`config.mk`:
```
export PLATFORM = sky130hd
export DESIGN_NAME = rtc_alarm_sched
export DESIGN_NICKNAME = d
export VERILOG_FILES = /design/src/rtl/rtc_alarm_sched.sv
export SDC_FILE = /design/constraint.sdc
export NUM_CORES = 1
export LEC_CHECK = 0
export CORE_ASPECT_RATIO = 1.25
export CORE_MARGIN = 4
export CORE_UTILIZATION = 45
export CTS_CLUSTER_DIAMETER = 200
export DETAILED_ROUTE_END_ITERATION = 10
export PLACE_DENSITY = 0.65
export SLEW_MARGIN = 20
export SYNTH_ARGS = -nofsm -noshare
export SYNTH_HDL_FRONTEND = slang
export SYNTH_SLANG_ARGS = --single-unit
```
`constraint.sdc`:
```
create_clock -name clk -period 3.4 [get_ports clk]
set_clock_uncertainty 0.1 [all_clocks]
set_input_delay 1.02 -clock clk [delete_from_list [all_inputs] [get_ports clk]]
set_output_delay 1.02 -clock clk [all_outputs]
set_load 0.01 [all_outputs]
```
`src/rtl/rtc_alarm_sched.sv`:
```
// rtc_alarm_sched: programmable hh:mm alarm slots watched against the RTC.
// A minute change (tick) queues every enabled matching slot; the lowest
// queued slot rings until acknowledged (dismiss or snooze) or until it has
// been ignored for RING_MIN minutes, which sets its sticky missed flag.
// Ports:
//   clk, rst            clock, asynchronous active-high reset
//   rtc_hh, rtc_mm      current RTC time
//   cfg_wr/idx/hh/mm/en slot write port; cfg_err pulses on a rejected write
//   alarm_req/idx       ring request and ringing slot
//   alarm_ack, snooze   ring handshake (snooze=1 re-rings after SNOOZE_MIN)
//   missed              per-slot sticky timeout flags
module rtc_alarm_sched #(
  parameter int unsigned NUM_ALARMS = 4,
  parameter int unsigned SNOOZE_MIN = 5,
  parameter int unsigned RING_MIN   = 2,
  localparam int unsigned IDXW = (NUM_ALARMS > 1) ? $clog2(NUM_ALARMS) : 1
) (
  input  logic                  clk,
  input  logic                  rst,
  input  logic [4:0]            rtc_hh,
  input  logic [5:0]            rtc_mm,
  input  logic                  cfg_wr,
  input  logic [IDXW-1:0]       cfg_idx,
  input  logic [4:0]            cfg_hh,
  input  logic [5:0]            cfg_mm,
  input  logic                  cfg_en,
  output logic                  cfg_err,
  output logic                  alarm_req,
  output logic [IDXW-1:0]       alarm_idx,
  input  logic                  alarm_ack,
  input  logic                  snooze,
  output logic [NUM_ALARMS-1:0] missed
);

  typedef enum logic {ST_IDLE = 1'b0, ST_RING = 1'b1} state_e;

  state_e                state_q, state_d;
  logic [4:0]            slot_hh_q [NUM_ALARMS];
  logic [4:0]            slot_hh_d [NUM_ALARMS];
  logic [5:0]            slot_mm_q [NUM_ALARMS];
  logic [5:0]            slot_mm_d [NUM_ALARMS];
  logic [NUM_ALARMS-1:0] slot_en_q, slot_en_d;
  logic [NUM_ALARMS-1:0] pending_q, pending_d;
  logic [NUM_ALARMS-1:0] missed_q, missed_d;
  logic [5:0]            prev_mm_q, prev_mm_d;
  logic                  prev_vld_q, prev_vld_d;
  logic                  snz_act_q, snz_act_d;
  logic [IDXW-1:0]       snz_idx_q, snz_idx_d;
  logic [5:0]            snz_cnt_q, snz_cnt_d;
  logic [IDXW-1:0]       ring_idx_q, ring_idx_d;
  logic [5:0]            ring_cnt_q, ring_cnt_d;
  logic                  alarm_req_q, alarm_req_d;
  logic                  cfg_err_q, cfg_err_d;

  logic                  tick;
  logic                  wr_ok;
  logic                  kill;
  logic                  snz_fire;
  logic                  sel_vld;
  logic [IDXW-1:0]       sel_idx;

  // Next-state logic; later assignments override earlier ones, so the
  // order below encodes the in-cycle priority (config write wins last).
  always_comb begin
    state_d     = state_q;
    slot_hh_d   = slot_hh_q;
    slot_mm_d   = slot_mm_q;
    slot_en_d   = slot_en_q;
    pending_d   = pending_q;
    missed_d    = missed_q;
    prev_mm_d   = rtc_mm;
    prev_vld_d  = 1'b1;
    snz_act_d   = snz_act_q;
    snz_idx_d   = snz_idx_q;
    snz_cnt_d   = snz_cnt_q;
    ring_idx_d  = ring_idx_q;
    ring_cnt_d  = ring_cnt_q;
    snz_fire    = 1'b0;
    sel_vld     = 1'b0;
    sel_idx     = '0;

    tick      = prev_vld_q && (rtc_mm != prev_mm_q);
    wr_ok     = cfg_wr && (cfg_hh <= 5'd23) && (cfg_mm <= 6'd59);
    cfg_err_d = cfg_wr && !wr_ok;
    kill      = wr_ok && !cfg_en && (cfg_idx == ring_idx_q);

    // Lowest-index pending slot (scan high to low so the lowest wins)
    for (int i = NUM_ALARMS - 1; i >= 0; i--) begin
      if (pending_q[i]) begin
        sel_vld = 1'b1;
        sel_idx = IDXW'(i);
      end
    end

    // Snooze countdown; expiry re-queues the snoozed slot
    if (tick && snz_act_q) begin
      snz_cnt_d = snz_cnt_q - 6'd1;
      if (snz_cnt_q <= 6'd1) begin
        snz_fire  = 1'b1;
        snz_act_d = 1'b0;
      end
    end

    case (state_q)
      ST_IDLE: begin
        if (sel_vld) begin
          state_d    = ST_RING;
          ring_idx_d = sel_idx;
          ring_cnt_d = 6'(RING_MIN);
          for (int i = 0; i < NUM_ALARMS; i++) begin
            if (sel_idx == IDXW'(i)) pending_d[i] = 1'b0;
          end
        end
      end
      ST_RING: begin
        if (kill) begin
          state_d = ST_IDLE;
        end else if (alarm_ack) begin
          state_d = ST_IDLE;
          if (snooze) begin
            snz_act_d = 1'b1;
            snz_idx_d = ring_idx_q;
            snz_cnt_d = 6'(SNOOZE_MIN);
          end
        end else if (tick) begin
          if (ring_cnt_q <= 6'd1) begin
            state_d = ST_IDLE;
            for (int i = 0; i < NUM_ALARMS; i++) begin
              if (ring_idx_q == IDXW'(i)) missed_d[i] = 1'b1;
            end
          end else begin
            ring_cnt_d = ring_cnt_q - 6'd1;
          end
        end
      end
      default: state_d = ST_IDLE;
    endcase

    // Queue matches (old slot contents) and snooze expiry; a set beats the
    // selection clear so a slot matching while being selected re-queues.
    for (int i = 0; i < NUM_ALARMS; i++) begin
      if (tick && slot_en_q[i] && (slot_hh_q[i] == rtc_hh) && (slot_mm_q[i] == rtc_mm))
        pending_d[i] = 1'b1;
      if (snz_fire && (snz_idx_q == IDXW'(i)))
        pending_d[i] = 1'b1;
    end

    // Accepted write: update slot, drop its queued/missed state
    if (wr_ok) begin
      for (int i = 0; i < NUM_ALARMS; i++) begin
        if (cfg_idx == IDXW'(i)) begin
          slot_hh_d[i] = cfg_hh;
          slot_mm_d[i] = cfg_mm;
          slot_en_d[i] = cfg_en;
          pending_d[i] = 1'b0;
          missed_d[i]  = 1'b0;
        end
      end
      if (snz_act_d && (snz_idx_d == cfg_idx)) snz_act_d = 1'b0;
    end

    alarm_req_d = (state_d == ST_RING);
  end

  // State registers
  always_ff @(posedge clk or posedge rst) begin
    if (rst) begin
      state_q     <= ST_IDLE;
      for (int i = 0; i < NUM_ALARMS; i++) begin
        slot_hh_q[i] <= 5'd0;
        slot_mm_q[i] <= 6'd0;
      end
      slot_en_q   <= '0;
      pending_q   <= '0;
      missed_q    <= '0;
      prev_mm_q   <= 6'd0;
      prev_vld_q  <= 1'b0;
      snz_act_q   <= 1'b0;
      snz_idx_q   <= '0;
      snz_cnt_q   <= 6'd0;
      ring_idx_q  <= '0;
      ring_cnt_q  <= 6'd0;
      alarm_req_q <= 1'b0;
      cfg_err_q   <= 1'b0;
    end else begin
      state_q     <= state_d;
      slot_hh_q   <= slot_hh_d;
      slot_mm_q   <= slot_mm_d;
      slot_en_q   <= slot_en_d;
      pending_q   <= pending_d;
      missed_q    <= missed_d;
      prev_mm_q   <= prev_mm_d;
      prev_vld_q  <= prev_vld_d;
      snz_act_q   <= snz_act_d;
      snz_idx_q   <= snz_idx_d;
      snz_cnt_q   <= snz_cnt_d;
      ring_idx_q  <= ring_idx_d;
      ring_cnt_q  <= ring_cnt_d;
      alarm_req_q <= alarm_req_d;
      cfg_err_q   <= cfg_err_d;
    end
  end

  assign alarm_req = alarm_req_q;
  assign alarm_idx = ring_idx_q;
  assign missed    = missed_q;
  assign cfg_err   = cfg_err_q;

endmodule
```
; ---- Word level (Yosys, flattened, before mapping)
; Cells that the tools add are included.
[totals]
regBits = 82
word_cells = 166
[op_classes]
add_sub_neg = 2
order_cmp = 4
eq_ne = 28
muxes = 72
n_bitwise = 1
reduce_logical = 36
[op_table]
columns = op, n
row1 = 6-bit 2-to-1 mux, 10
row2 = 1-bit 2-to-1 mux, 43
row3 = 4-bit 2-to-1 mux, 9
row4 = 6-bit == test, 4
row5 = 1-bit logical AND, 24
row6 = 5-bit == test, 4
row7 = 2-bit == test (second input constant), 8
row8 = 2-bit 2-to-1 mux, 8
row9 = 6-bit by 1-bit less-or-equal comparator with 1-bit output (second input constant), 2
row10 = 6-bit one-hot mux with 2 select lines, 1
row11 = 6-bit by 1-bit subtractor with 6-bit output (second input constant), 2
row12 = 2-bit AND reduction, 5
row13 = 2-bit by 1-bit == test with 1-bit output (second input constant), 4
row14 = 2-bit logical NOT, 4
row15 = 2-bit != test (second input constant), 4
row16 = 6-bit less-or-equal comparator (second input constant), 1
row17 = 6-bit != test, 1
row18 = 5-bit less-or-equal comparator (second input constant), 1
row19 = 5-bit AND reduction, 1
row20 = 2-bit == test, 2
row21 = 1-bit logical NOT, 2
row22 = 2-bit by 1-bit != test with 1-bit output (second input constant), 1
row23 = 1-bit one-hot mux with 2 select lines, 1
row24 = 1-bit NOT, 1

; ---- Longest topological paths before layout
[depth]
depth_word = 12
ltp_mapped = 9
mapped_depth_nobuf = 8

; ---- Least setup slack after synthesis
; No wires, ideal clock.
[synth_timing]
path_kind = in2reg
startpoint = input port rtc_mm[4]
endpoint = register ring_cnt_q[0]
setup_ns = 0.121
t_arrival_ns = 2.474
setup_slack_ns = 0.705
cell_stages = 7
n_path_buf = 1
path_cell_list = buf_2 > xnor2_1 > nand4_1 > o21ai_1 > nor3_1 > mux2_2 > a22o_1
[synth_via]
elab_chain_cells = 4
[synth_rtl]
columns = item, line
row1 = "start, declared", 21  ; input logic [5:0] rtc_mm,
row2 = 6-bit != test, 82  ; tick = prev_vld_q && (rtc_mm != prev_mm_q);
row3 = 1-bit logical AND, 82
row4 = 2-bit by 1-bit != test with 1-bit output (no source line), --
row5 = 5-bit AND reduction (no source line), --
row6 = "end signal, assigned", 198  ; ring_cnt_q <= ring_cnt_d;
row7 = "end, declared", 51  ; logic [5:0] ring_cnt_q, ring_cnt_d;
; Every way passes these cells.
; A chain may end at the register's enable or synchronous reset.

; ---- Worst setup path in the final report
[layout_timing]
startpoint = input port cfg_mm[4]
endpoint = register ring_cnt_q[5]
[layout_via]
elab_chain_cells = 6
[layout_rtl]
columns = item, line
row1 = "start, declared", 25  ; input logic [5:0] cfg_mm,
row2 = 6-bit less-or-equal comparator, 83  ; wr_ok = cfg_wr && (cfg_hh <= 5'd23) && (cfg_mm <= 6'd59);
row3 = 1-bit logical AND, 83
row4 = 1-bit logical AND (2 in series), 85  ; kill = wr_ok && !cfg_en && (cfg_idx == ring_idx_q);
row5 = 2-bit != test (no source line), --
row6 = 5-bit AND reduction (no source line), --
; Every way passes these cells.

==> metrics.txt <==
status finished clean; Synth Warn # 0; nets 475; Finished Layout Cells between 500 and 600; final setup TNS 0 ns; crit path cell chain clkdlybuf4s50_1, nand4_1, nand3_1, nor3_1, o31a_1, or4_1, nand2_1; # Max-Cap Violations 0; drc violations 0; #FFs+latches synth 82; number of antenna violations at the first check in global routing 0; die area 10600 sq um; CTS clk-pin slew, worst paths 0.08 ns; Die H 114 microns; Congestion Overflow GR 0; final setup violation count 0; Wirelength per Cell 16.5 microns; setup bufs post-CTS 0; count leader, synth nand2_1; combinational share of power 0.242; Syn-to-layout area delta 20.0%; total clock buffers created by CTS 9; Worst setup EP type flip-flop; top post-synthesis cells by area dfrtp_1 (51%), xnor2_1 (12%), nand2_1 (7.9%), mux2_1 (6.7%), nand4_1 (2.3%); Leak 2.09 nW; Max Slew Vio Count 0; slew margin rel. 0.589; CP max FO 7; post-route ant nets 0; total power 2.91 mW; Crit path largest cell delay 0.57 ns; Post-CTS Resized 0; CP max-delay cell clkdlybuf4s50_1; top post-synthesis cells by count nand2_1 (85), dfrtp_1 (82), xnor2_1 (57), mux2_1 (24), nor2_1 (20); Synth Flop Type dfrtp_1; Fillers 798; worst path bufs/invs 1; Initial Util 0.463; Die W 92.8 microns; post-DP HPWL 6800 microns; synthesized area slightly above 4000 sq um; top cell type's share of synthesized area 0.507; Clock Tree Root clkbuf_8; core area 8750 sq um; vias per inst 5.20; Via Count approximately 2900; kind of critical path primary input to flip-flop; reg2reg setup slack 0.88 ns; worst-margin pin slew ~0.62 ns; final worst slack between 0.6 and 0.7 ns; pin count of the biggest net entering global routing 50; Final Critical Period 2.77 ns; Peak supply drop approximately 0.27 mV; syn avg cell area between 10 and 15 sq um; Clk pwr share 0.281; top cell type by total area after synthesis dfrtp_1; Sw Share 0.307; Flop pwr share 0.477; routability congestion estimate from global placement approximately 0.80; pwr dens 600 nW/um^2; vias in the first global route between 3000 and 4000; Placed Instances 550; RSZ-0062 raised after global routing no; crit-path leading delay family simple AND/OR/NAND/NOR gates; Yosys cell types between 40 and 50; CTS max path bufs 2; Period Utilization, post-route 0.814; sw power 0.896 mW; first-pass GRT wire length 15600 microns; CTS tree built; critical path launch point type primary input; syn nets between 400 and 500; CP arrival 2.95 ns; gr usage total 0.191; final WL about 9400 microns; Hold-fix buffers, CTS 0; Hold WC Path Type flip-flop to flip-flop; Worst EP required 3.58 ns; first-pass detailed-route iteration total 4; Mapped Cells 398; Rows 38; FMAX approximately 360 MHz; asr flop ratio synth 1.00; dpl ws 0.288 ns; initial DRC count 103; clock latency on the worst-skew pair 0.35 ns; register area share after synthesis 0.507; share of layout cells above drive strength 1 0.0897; clk sinks 82; EDFF count, synth 0; # diodes 0; num ports 38; CTS H-tree lvls 3; internal cell power around 2.0 mW; Final Hold Fails 0; port bufs 37
worst reg2reg max path: cells and delay by family, from the launching register on:
family / cells / cell delay (ns)
buffers and inverters: 1 / 0.07
adder cells (fa/ha/maj): 1 / 0.24
flip-flops: 1 / 0.46
AND/OR/NAND/NOR: 6 / 1.59
kinds of logic after synthesis:
family	Yosys count	share of synthesized area
flip-flops	82	0.507
multiplexers	27	0.0751
AND/OR/NAND/NOR	158	0.186
other	1	0.000926
AO/OA/AOI/OAI	36	0.0596
XOR/XNOR	59	0.128
buffers and inverters	31	0.0318
adder cells (fa/ha/maj)	4	0.0124
path summary, 6_finish.rpt:
path | start | endpoint | cells past startpoint
min in group asynchronous | rst | snz_cnt_q[5] | 2
worst max register to register | ring_cnt_q[0] | ring_cnt_q[4] | 8
worst max-delay path | cfg_mm[4] | ring_cnt_q[5] | 7
worst min-delay path | slot_en_q[3] | slot_en_q[3] | 2
max in group asynchronous | rst | slot_hh_q[19] | 3
worst min register to register | slot_en_q[3] | slot_en_q[3] | 2
cell type report:
cell class / count / area [sq um] / share of cell area
clock buffer: 11 / 151 / 0.0312
clock inverter: 5 / 85.1 / 0.0175
inverter: 9 / 35.0 / 0.00721
multi-input combinational: 285 / 1870 / 0.386
sequential: 82 / 2050 / 0.422
tap: 120 / 150 / 0.0309
timing repair buffer: 54 / 510 / 0.105
cells in the final DEF, fill, tap and decap left out, types with 2 or more instances in the layout:
cell type / count
a31oi_1: 4
a21oi_1: 8
o31a_1: 2
and3_1: 3
nand2_1: 85
o21a_1: 2
and2_1: 3
a41oi_1: 4
nand4b_1: 2
dfrtp_1: 82
buf_4: 16
or4_1: 6
clkdlybuf4s50_1: 37
bufinv_16: 2
nor3_1: 5
nand4_1: 15
mux2_2: 3
or4b_1: 3
or3_1: 3
xor2_1: 2
nor4_1: 4
xnor2_1: 57
mux2_1: 24
nor2_1: 20
clkbuf_8: 11
o21ai_0: 6
o211ai_1: 3
inv_1: 8
ha_1: 4
nand3_1: 4
power groups by stage:
stage	combinational [mW]	clock, mW	sequential [mW]
2_1_floorplan	0.513	0	1.35
3_3_place_gp	0.692	0	1.40
3_5_place_dp	0.711	0	1.41
4_1_cts	0.716	0.837	1.39
5_1_grt	0.795	0.880	1.42
6_report	0.705	0.818	1.39
routing by layer:
layer	share of wire	global-route usage	vias to the layer above	routed length (microns)
met3	0.031	0.0375	22	289
met1	0.42	0.239	1441	3930
met5	0	0	-	0
li1	-	-	1430	-
met4	0.031	0.0782	0	294
met2	0.52	0.325	48	4840
sequential cells by signal (all words and copies together) (netlist names):
name,cells
cfg_err,1
snz_cnt_q,6
snz_idx_q,2
alarm_req,1
pending_q,4
ring_cnt_q,6
prev_mm_q,6
snz_act_q,1
slot_mm_q,24
alarm_idx,2
prev_vld_q,1
slot_en_q,4
missed,4
slot_hh_q,20
stage by stage:
step / hold WS (ns) / util / instance area, sq um
CTS: 0.390 / 0.555 / 4860
global placement: 0.361 / 0.528 / 4620
floorplan: 0.345 / - / 4050
global route: 0.407 / 0.555 / 4860
finish: 0.395 / 0.555 / 4860
detailed placement: 0.368 / 0.528 / 4620
Power figures use the tool's default switching activity.
